==> src/rtl/draw_level_text.sv <==
// Overlays a 16x16-character level-text window (8x16 px glyphs) on the VGA stream.
// Two-stage pipeline: stage 1 registers timing and hit info, stage 2 paints from the font row.
module draw_level_text #(
  parameter logic [10:0] XPOS  = 11'd448,
  parameter logic [10:0] YPOS  = 11'd20,
  parameter logic [11:0] COLOR = 12'hff0
) (
  input  logic        clk,
  input  logic        rst,
  input  logic [10:0] hcount_in,
  input  logic        hsync_in,
  input  logic        hblnk_in,
  input  logic [10:0] vcount_in,
  input  logic        vsync_in,
  input  logic        vblnk_in,
  input  logic [11:0] rgb_in,
  input  logic        enable,
  input  logic [7:0]  char_pixels,
  output logic [10:0] hcount_out,
  output logic        hsync_out,
  output logic        hblnk_out,
  output logic [10:0] vcount_out,
  output logic        vsync_out,
  output logic        vblnk_out,
  output logic [11:0] rgb_out,
  output logic [7:0]  char_xy,
  output logic [3:0]  char_line
);

  // 12-bit window ends so the comparisons never wrap.
  localparam logic [11:0] XEnd = {1'b0, XPOS} + 12'd128;
  localparam logic [11:0] YEnd = {1'b0, YPOS} + 12'd256;

  logic        in_win;
  logic [10:0] dx, dy;

  always_comb begin
    in_win = (hcount_in >= XPOS) && ({1'b0, hcount_in} < XEnd) &&
             (vcount_in >= YPOS) && ({1'b0, vcount_in} < YEnd);
    dx = hcount_in - XPOS;
    dy = vcount_in - YPOS;
    if (in_win) begin
      char_xy   = {dy[7:4], dx[6:3]};
      char_line = dy[3:0];
    end else begin
      char_xy   = 8'h00;
      char_line = 4'h0;
    end
  end

  logic [10:0] hcount1_q, vcount1_q;
  logic        hsync1_q, hblnk1_q, vsync1_q, vblnk1_q;
  logic [11:0] rgb1_q;
  logic        hit1_q;
  logic [2:0]  xoff1_q;
  logic [11:0] rgb_d;

  // char_pixels arrives during the stage-1 cycle, aligned with xoff1_q.
  always_comb begin
    rgb_d = rgb1_q;
    if (hblnk1_q || vblnk1_q) begin
      rgb_d = 12'h000;
    end else if (hit1_q && char_pixels[3'd7 - xoff1_q]) begin
      rgb_d = COLOR;
    end
  end

  always_ff @(posedge clk) begin
    if (rst) begin
      hcount1_q  <= '0;
      hsync1_q   <= 1'b0;
      hblnk1_q   <= 1'b0;
      vcount1_q  <= '0;
      vsync1_q   <= 1'b0;
      vblnk1_q   <= 1'b0;
      rgb1_q     <= '0;
      hit1_q     <= 1'b0;
      xoff1_q    <= '0;
      hcount_out <= '0;
      hsync_out  <= 1'b0;
      hblnk_out  <= 1'b0;
      vcount_out <= '0;
      vsync_out  <= 1'b0;
      vblnk_out  <= 1'b0;
      rgb_out    <= '0;
    end else begin
      hcount1_q  <= hcount_in;
      hsync1_q   <= hsync_in;
      hblnk1_q   <= hblnk_in;
      vcount1_q  <= vcount_in;
      vsync1_q   <= vsync_in;
      vblnk1_q   <= vblnk_in;
      rgb1_q     <= rgb_in;
      hit1_q     <= in_win && enable;
      xoff1_q    <= dx[2:0];
      hcount_out <= hcount1_q;
      hsync_out  <= hsync1_q;
      hblnk_out  <= hblnk1_q;
      vcount_out <= vcount1_q;
      vsync_out  <= vsync1_q;
      vblnk_out  <= vblnk1_q;
      rgb_out    <= rgb_d;
    end
  end

endmodule

==> config.mk <==
export PLATFORM = sky130hd
export DESIGN_NAME = draw_level_text
export DESIGN_NICKNAME = d
export VERILOG_FILES = /design/src/rtl/draw_level_text.sv
export SDC_FILE = /design/constraint.sdc
export NUM_CORES = 1
export LEC_CHECK = 0
export CELL_PAD_IN_SITES_DETAIL_PLACEMENT = 1
export CELL_PAD_IN_SITES_GLOBAL_PLACEMENT = 1
export CORE_MARGIN = 2
export CORE_UTILIZATION = 30
export CTS_CLUSTER_DIAMETER = 40
export DETAILED_ROUTE_END_ITERATION = 10
export PLACE_DENSITY_LB_ADDON = 0.1
export SLEW_MARGIN = 20
export SYNTH_ARGS = -nofsm -noshare
export SYNTH_HDL_FRONTEND = slang
export SYNTH_SLANG_ARGS = --single-unit
==> constraint.sdc <==
create_clock -name clk -period 3.1 [get_ports clk]
set_input_delay 0.775 -clock clk [delete_from_list [all_inputs] [get_ports clk]]
set_output_delay 0.775 -clock clk [all_outputs]
set_load 0.01 [all_outputs]
Yosys cells after proc, flatten, opt, wreduce, memory -nomap -nowiden
Index checks and enable logic that the tools add are counted.
{"block": "op_classes", "n_mux": 5, "order_cmp": 5, "addsub": 3, "reduce_logical": 8}
{"op": "$mux 12", "count": 1}
{"op": "$ge 11x5->1 const B", "count": 1}
{"op": "$ge 11x9->1 const B", "count": 1}
{"op": "$lt 11x10->1 const B", "count": 1}
{"op": "$lt 11x9->1 const B", "count": 1}
{"op": "$mux 8", "count": 1}
{"op": "$sub 8x5->8 const B", "count": 1}
{"op": "$sub 7x7->7 const B", "count": 1}
{"op": "$logic_and 1x1->1", "count": 5}
{"op": "$lt 3x4->1 const B", "count": 1}
{"op": "$mux 4", "count": 1}
{"op": "$bmux 1 s3", "count": 1}
{"op": "$reduce_or 3->1", "count": 1}
{"op": "$sub 3x3->3 const A", "count": 1}
{"op": "$reduce_or 2->1", "count": 1}
{"op": "$logic_or 1x1->1", "count": 1}
{"op": "$mux 1", "count": 1}
{"block": "word_totals", "out_inout_bits": 50, "reg_bits": 80, "inputBits": 49}

Logic depth before layout (Yosys ltp)
{"block": "logic_depth", "ltp_word": 5, "ltp_mapped": 7, "ltp_nobuf": 6}

Least setup slack after synthesis
OpenSTA, ideal clock, no wires.
{"block": "synth_timing", "path_type": "input to output", "startpoint": "in vcount_in[3]", "endpoint": "out char_xy[5]", "cell_stages": 7, "slack_ns": 0.481, "arrival_time_ns": 1.844, "path_buffers": 1, "path_cell_list": "inv_1 ha_1 nor4bb_1 o2111ai_1 a21o_1 buf_2 nor2_1"}
{"block": "synth_via", "elab_chain_cells": 4, "elab_cells_between_ends": 6}
{"element": "start, declared", "line_no": "13", "rtl": "input logic [10:0] vcount_in,"}
{"element": "$ge 11x5->1", "line_no": "39", "rtl": "(vcount_in >= YPOS) && ({1'b0, vcount_in} < YEnd);"}
{"element": "$logic_and 1x1->1", "line_no": "38", "rtl": "in_win = (hcount_in >= XPOS) && ({1'b0, hcount_in} < XEnd) &&"}
{"element": "$logic_and 1x1->1", "line_no": "39"}
{"element": "$mux 8 (*)", "line_no": "42", "rtl": "if (in_win) begin"}
{"element": "end, declared", "line_no": "26", "rtl": "output logic [7:0] char_xy,"}
Mark *: on every way between the ends. The rest lies on a longest branch, timed or not.

Worst setup path after layout
{"block": "layout_timing", "startpoint": "in vcount_in[6]", "endpoint": "out char_xy[2]"}
{"block": "layout_via", "elab_chain_cells": 4, "elab_cells_between_ends": 5}
{"element": "$ge 11x5->1", "line_no": "39"}
{"element": "$logic_and 1x1->1", "line_no": "38"}
{"element": "$logic_and 1x1->1 (*)", "line_no": "39"}
{"element": "$mux 8 (*)", "line_no": "42"}
Marks and branches as above.

==> metrics.log <==
[metrics] synthesis-stage register bit count: just under 80
[metrics] final worst slack: slightly below 0.09 ns
[metrics] final number of max-transition violations: 0
[metrics] net count reported at finish: between 300 and 400
[metrics] final critical-path share of the clock period: between 90% and 100%
[metrics] overflow left after global routing: 0
[metrics] Static Leak: 1.582 nW
[metrics] part of the power in the clock network: between 30% and 40%
[metrics] Crit Path Max Fanout: 3
[metrics] total routing resource utilization after global routing: approximately 14%
[metrics] maximum cell stage delay along the critical path: between 0.5 and 0.6 ns
[metrics] most frequent cells after synthesis: sky130_fd_sc_hd__dfxtp_1, sky130_fd_sc_hd__nor2b_1, sky130_fd_sc_hd__nor2_1
[metrics] max-capacitance violation count: 0
[metrics] overall power after layout: approximately 2.0 mW
[metrics] CTS sink count: 77
[metrics] combinational fraction of design power: 10.1%
[metrics] first-pass GRT wire length: a little over 9000 µm
[metrics] worst setup timing slack at the placement stage: -0.5481 ns
[metrics] result of the run: completed
[metrics] wire length after detailed routing: between 5000 and 6000 µm
[metrics] Netlist cell types: 27
[metrics] data required time at the worst endpoint: about 2.3 ns
[metrics] worst rel slew slack: between 60% and 70%
[metrics] ys async rst share: 0%
[metrics] clock tree from TritonCTS: done
[metrics] Die Width: approximately 93 µm
[metrics] cell at the slowest stage of the critical path: sky130_fd_sc_hd__clkdlybuf4s50_1
[metrics] setup-violating endpoint count in the final report: 0
[metrics] Slew @ Worst Pin: just under 0.5 ns
[metrics] maximum resistive drop on vdd: 219.6 µV
[metrics] Clock Tree Buf Depth: 2
[metrics] total of buffers placed on input and output ports: 98
[metrics] number of enable flip-flop cells after synthesis: 0
[metrics] Worst Skew: around 0.012 ns
[metrics] share of cells above drive strength 1: 18.82%
[metrics] pin count of the biggest net entering global routing: slightly above 50
[metrics] number of global-route vias before repair: slightly below 2,000
[metrics] Worst Path Arrival: 2.24 ns
[metrics] filler instances: 852
[metrics] hold_buf cts: 0
[metrics] Hold Vio Cnt, Final: 0
[metrics] delay-heaviest family, CP: buffers and inverters
[metrics] CTS Root Buffer Type: sky130_fd_sc_hd__clkbuf_8
[metrics] initial antenna violation count: 0
[metrics] DRC violations left: 0
[metrics] diode count: 0
[metrics] row count: 32
[metrics] worst path cell trace: clkdlybuf4s50_1, nor2_2, a31o_2, a21o_1, buf_6, buf_4, nor2_2, buf_2
[metrics] crit end category: output port
[metrics] Clock H-tree levels: 3
[metrics] Core Region: 7687 µm²
[metrics] prevailing post-synth register cell: sky130_fd_sc_hd__dfxtp_1
[metrics] post-synthesis area per instance: around 11 µm²
[metrics] via count of the routed design: about 1,800
[metrics] unrepaired setup endpoints after global routing: false
[metrics] min cycle time layout: between 3 and 4 ns
[metrics] global placer's final weighted congestion: between 0.7 and 0.8
[metrics] most used standard cell by instance count after synthesis: sky130_fd_sc_hd__dfxtp_1
[metrics] hold slack: 0.4176 ns
[metrics] die area: between 8000 and 9000 µm²
[metrics] synthesized net count: between 200 and 300
[metrics] remaining number of nets flagged by the antenna check after routing: 0
[metrics] instance count of the mapped netlist: ~210
[metrics] combined buffer and inverter count along the critical path: 4
[metrics] internal power: roughly 1.5 mW
[metrics] cell types with the largest area share after synthesis: sky130_fd_sc_hd__dfxtp_1, sky130_fd_sc_hd__nor2b_1, sky130_fd_sc_hd__nor2_1
[metrics] Initial Util: between 30% and 40%
[metrics] timing-limited maximum frequency: approximately 330 MHz
[metrics] Initial DRC Count: 25
[metrics] DP Area: 3518 µm²
[metrics] total negative slack: 0 ns
[metrics] total power divided by cell area: roughly 520 nW/µm²
[metrics] proportion of synthesized chip area in sequential cells: approximately 65%
[metrics] warning count from the yosys run: 0
[metrics] switching share of total power: ~22%
[metrics] Clk Latency, worst-skew pair: 0.33 ns
[metrics] worst hold path class: flip-flop to flip-flop
[metrics] crit-path most repeated cell: sky130_fd_sc_hd__nor2_2
[metrics] nature of the critical path startpoint: primary input
[metrics] sequential share of power: between 50% and 60%
[metrics] cell area after layout: 3799 µm²
[metrics] Synth area leader: sky130_fd_sc_hd__dfxtp_1
[metrics] boundary pin count: 99
[metrics] Synth-to-Final Area Change: 61.23%
[metrics] Routed WL per cell: about 12 µm
[metrics] detail-routed via count per cell: ~4.2
[metrics] switching power: between 0.4 and 0.5 mW
[metrics] placed wire-length estimate after detailed placement: around 3900 µm
[metrics] top cell type's share of synthesized area: between 60 and 70%
[metrics] synthesized area: 2356 µm²
[metrics] length of the first detailed-routing pass in iterations: 3
[metrics] overall die height: 92.62 µm
[metrics] CP Class: primary input to output port
[metrics] clock-pin slew of the registers on the worst-case setup and hold paths: 0.08 ns
[metrics] TritonCTS buffer count: 9
[timing repair]
action,4_1_cts,5_1_grt
buffers inserted,8,0
gates resized for setup,62,13
endpoints found under the setup margin,12,10
cloned,1,0
pin swaps,8,7
[final timing paths]
| kind | start | endpoint | slack [ns] | depth (start not counted) |
|---|---|---|---|---|
| setup / recovery | vcount_in[6] | char_xy[2] | 0.09 | 8 |
| hold / removal | rgb1_q[1] | rgb_out[1] | 0.42 | 2 |
| setup reg to reg | hcount1_q[1] | rgb_out[9] | 1.46 | 3 |
| hold reg to reg | rgb1_q[1] | rgb_out[1] | 0.42 | 2 |
[cells by family (layout without fill, tap and decap cells)]
group	after synthesis	in the layout	synth area share [%]
flops	77	77	65.43
xor+xnor	3	3	1.115
buf+inv	19	144	3.399
fa+ha+maj	2	2	1.062
mux	3	3	1.806
compound gates	17	18	5.205
simple gates	93	93	21.99
[layer usage]
metal / share of wire (%) / vias up / global-route usage (%)
met3: 8.0 / 7 / 5.940
met2: 48 / 61 / 22.20
met1: 43 / 867 / 16.07
met5: 0 / - / 0
li1: - / 910 / -
met4: 1.1 / 0 / 5.882
[cells in the final DEF, fill, tap and decap left out, types with 3 or more instances in the layout]
cell,count
sky130_fd_sc_hd__nor2_1,22
sky130_fd_sc_hd__buf_4,20
sky130_fd_sc_hd__nor2b_1,56
sky130_fd_sc_hd__dfxtp_1,77
sky130_fd_sc_hd__inv_1,8
sky130_fd_sc_hd__clkbuf_8,10
sky130_fd_sc_hd__nand2_1,5
sky130_fd_sc_hd__dlygate4sd2_1,6
sky130_fd_sc_hd__buf_2,10
sky130_fd_sc_hd__a21oi_1,3
sky130_fd_sc_hd__clkdlybuf4s50_1,75
sky130_fd_sc_hd__o21a_1,8
[worst min-delay path: stages, from the launching register on]
cell                      delay (ns)
sky130_fd_sc_hd__dfxtp_1        0.31
sky130_fd_sc_hd__nand2_1        0.05
sky130_fd_sc_hd__nor2_1         0.03
[power by group through the flow]
stage               Clock [mW]  Sequential, mW  Combinational, mW
detailed placement           0            1.07              0.198
floorplan                    0            1.08             0.0600
finish                   0.743            1.05              0.201
global placement             0            1.07              0.197
CTS                      0.767            1.05              0.203
global route             0.822            1.05              0.220
[stage by stage]
step                utilization, %  std cells
global route                 49.41        442
floorplan                        -        214
detailed placement           45.77        418
CTS                          49.37        442
finish                       49.41        442
global placement             45.77        418
[registers in the layout (all words and copies together), names as in the netlist, 11 cells and up]
name        flops
vcount_out     11
vcount1_q      11
hcount1_q      11
rgb_out        12
hcount_out     11
rgb1_q         12
[final cells by class]
type                    count  area (µm²)  area share, %
inverters                   9       33.78         0.8893
repair buffers            120        1094          28.79
clock buffers              10       137.6          3.623
flip-flops and latches     77        1541          40.58
multi-input cells         119       805.8          21.21
clock inverters             5       58.81          1.548
well taps                 102       127.6          3.360
No activity file was read; power rests on OpenSTA's default activity.
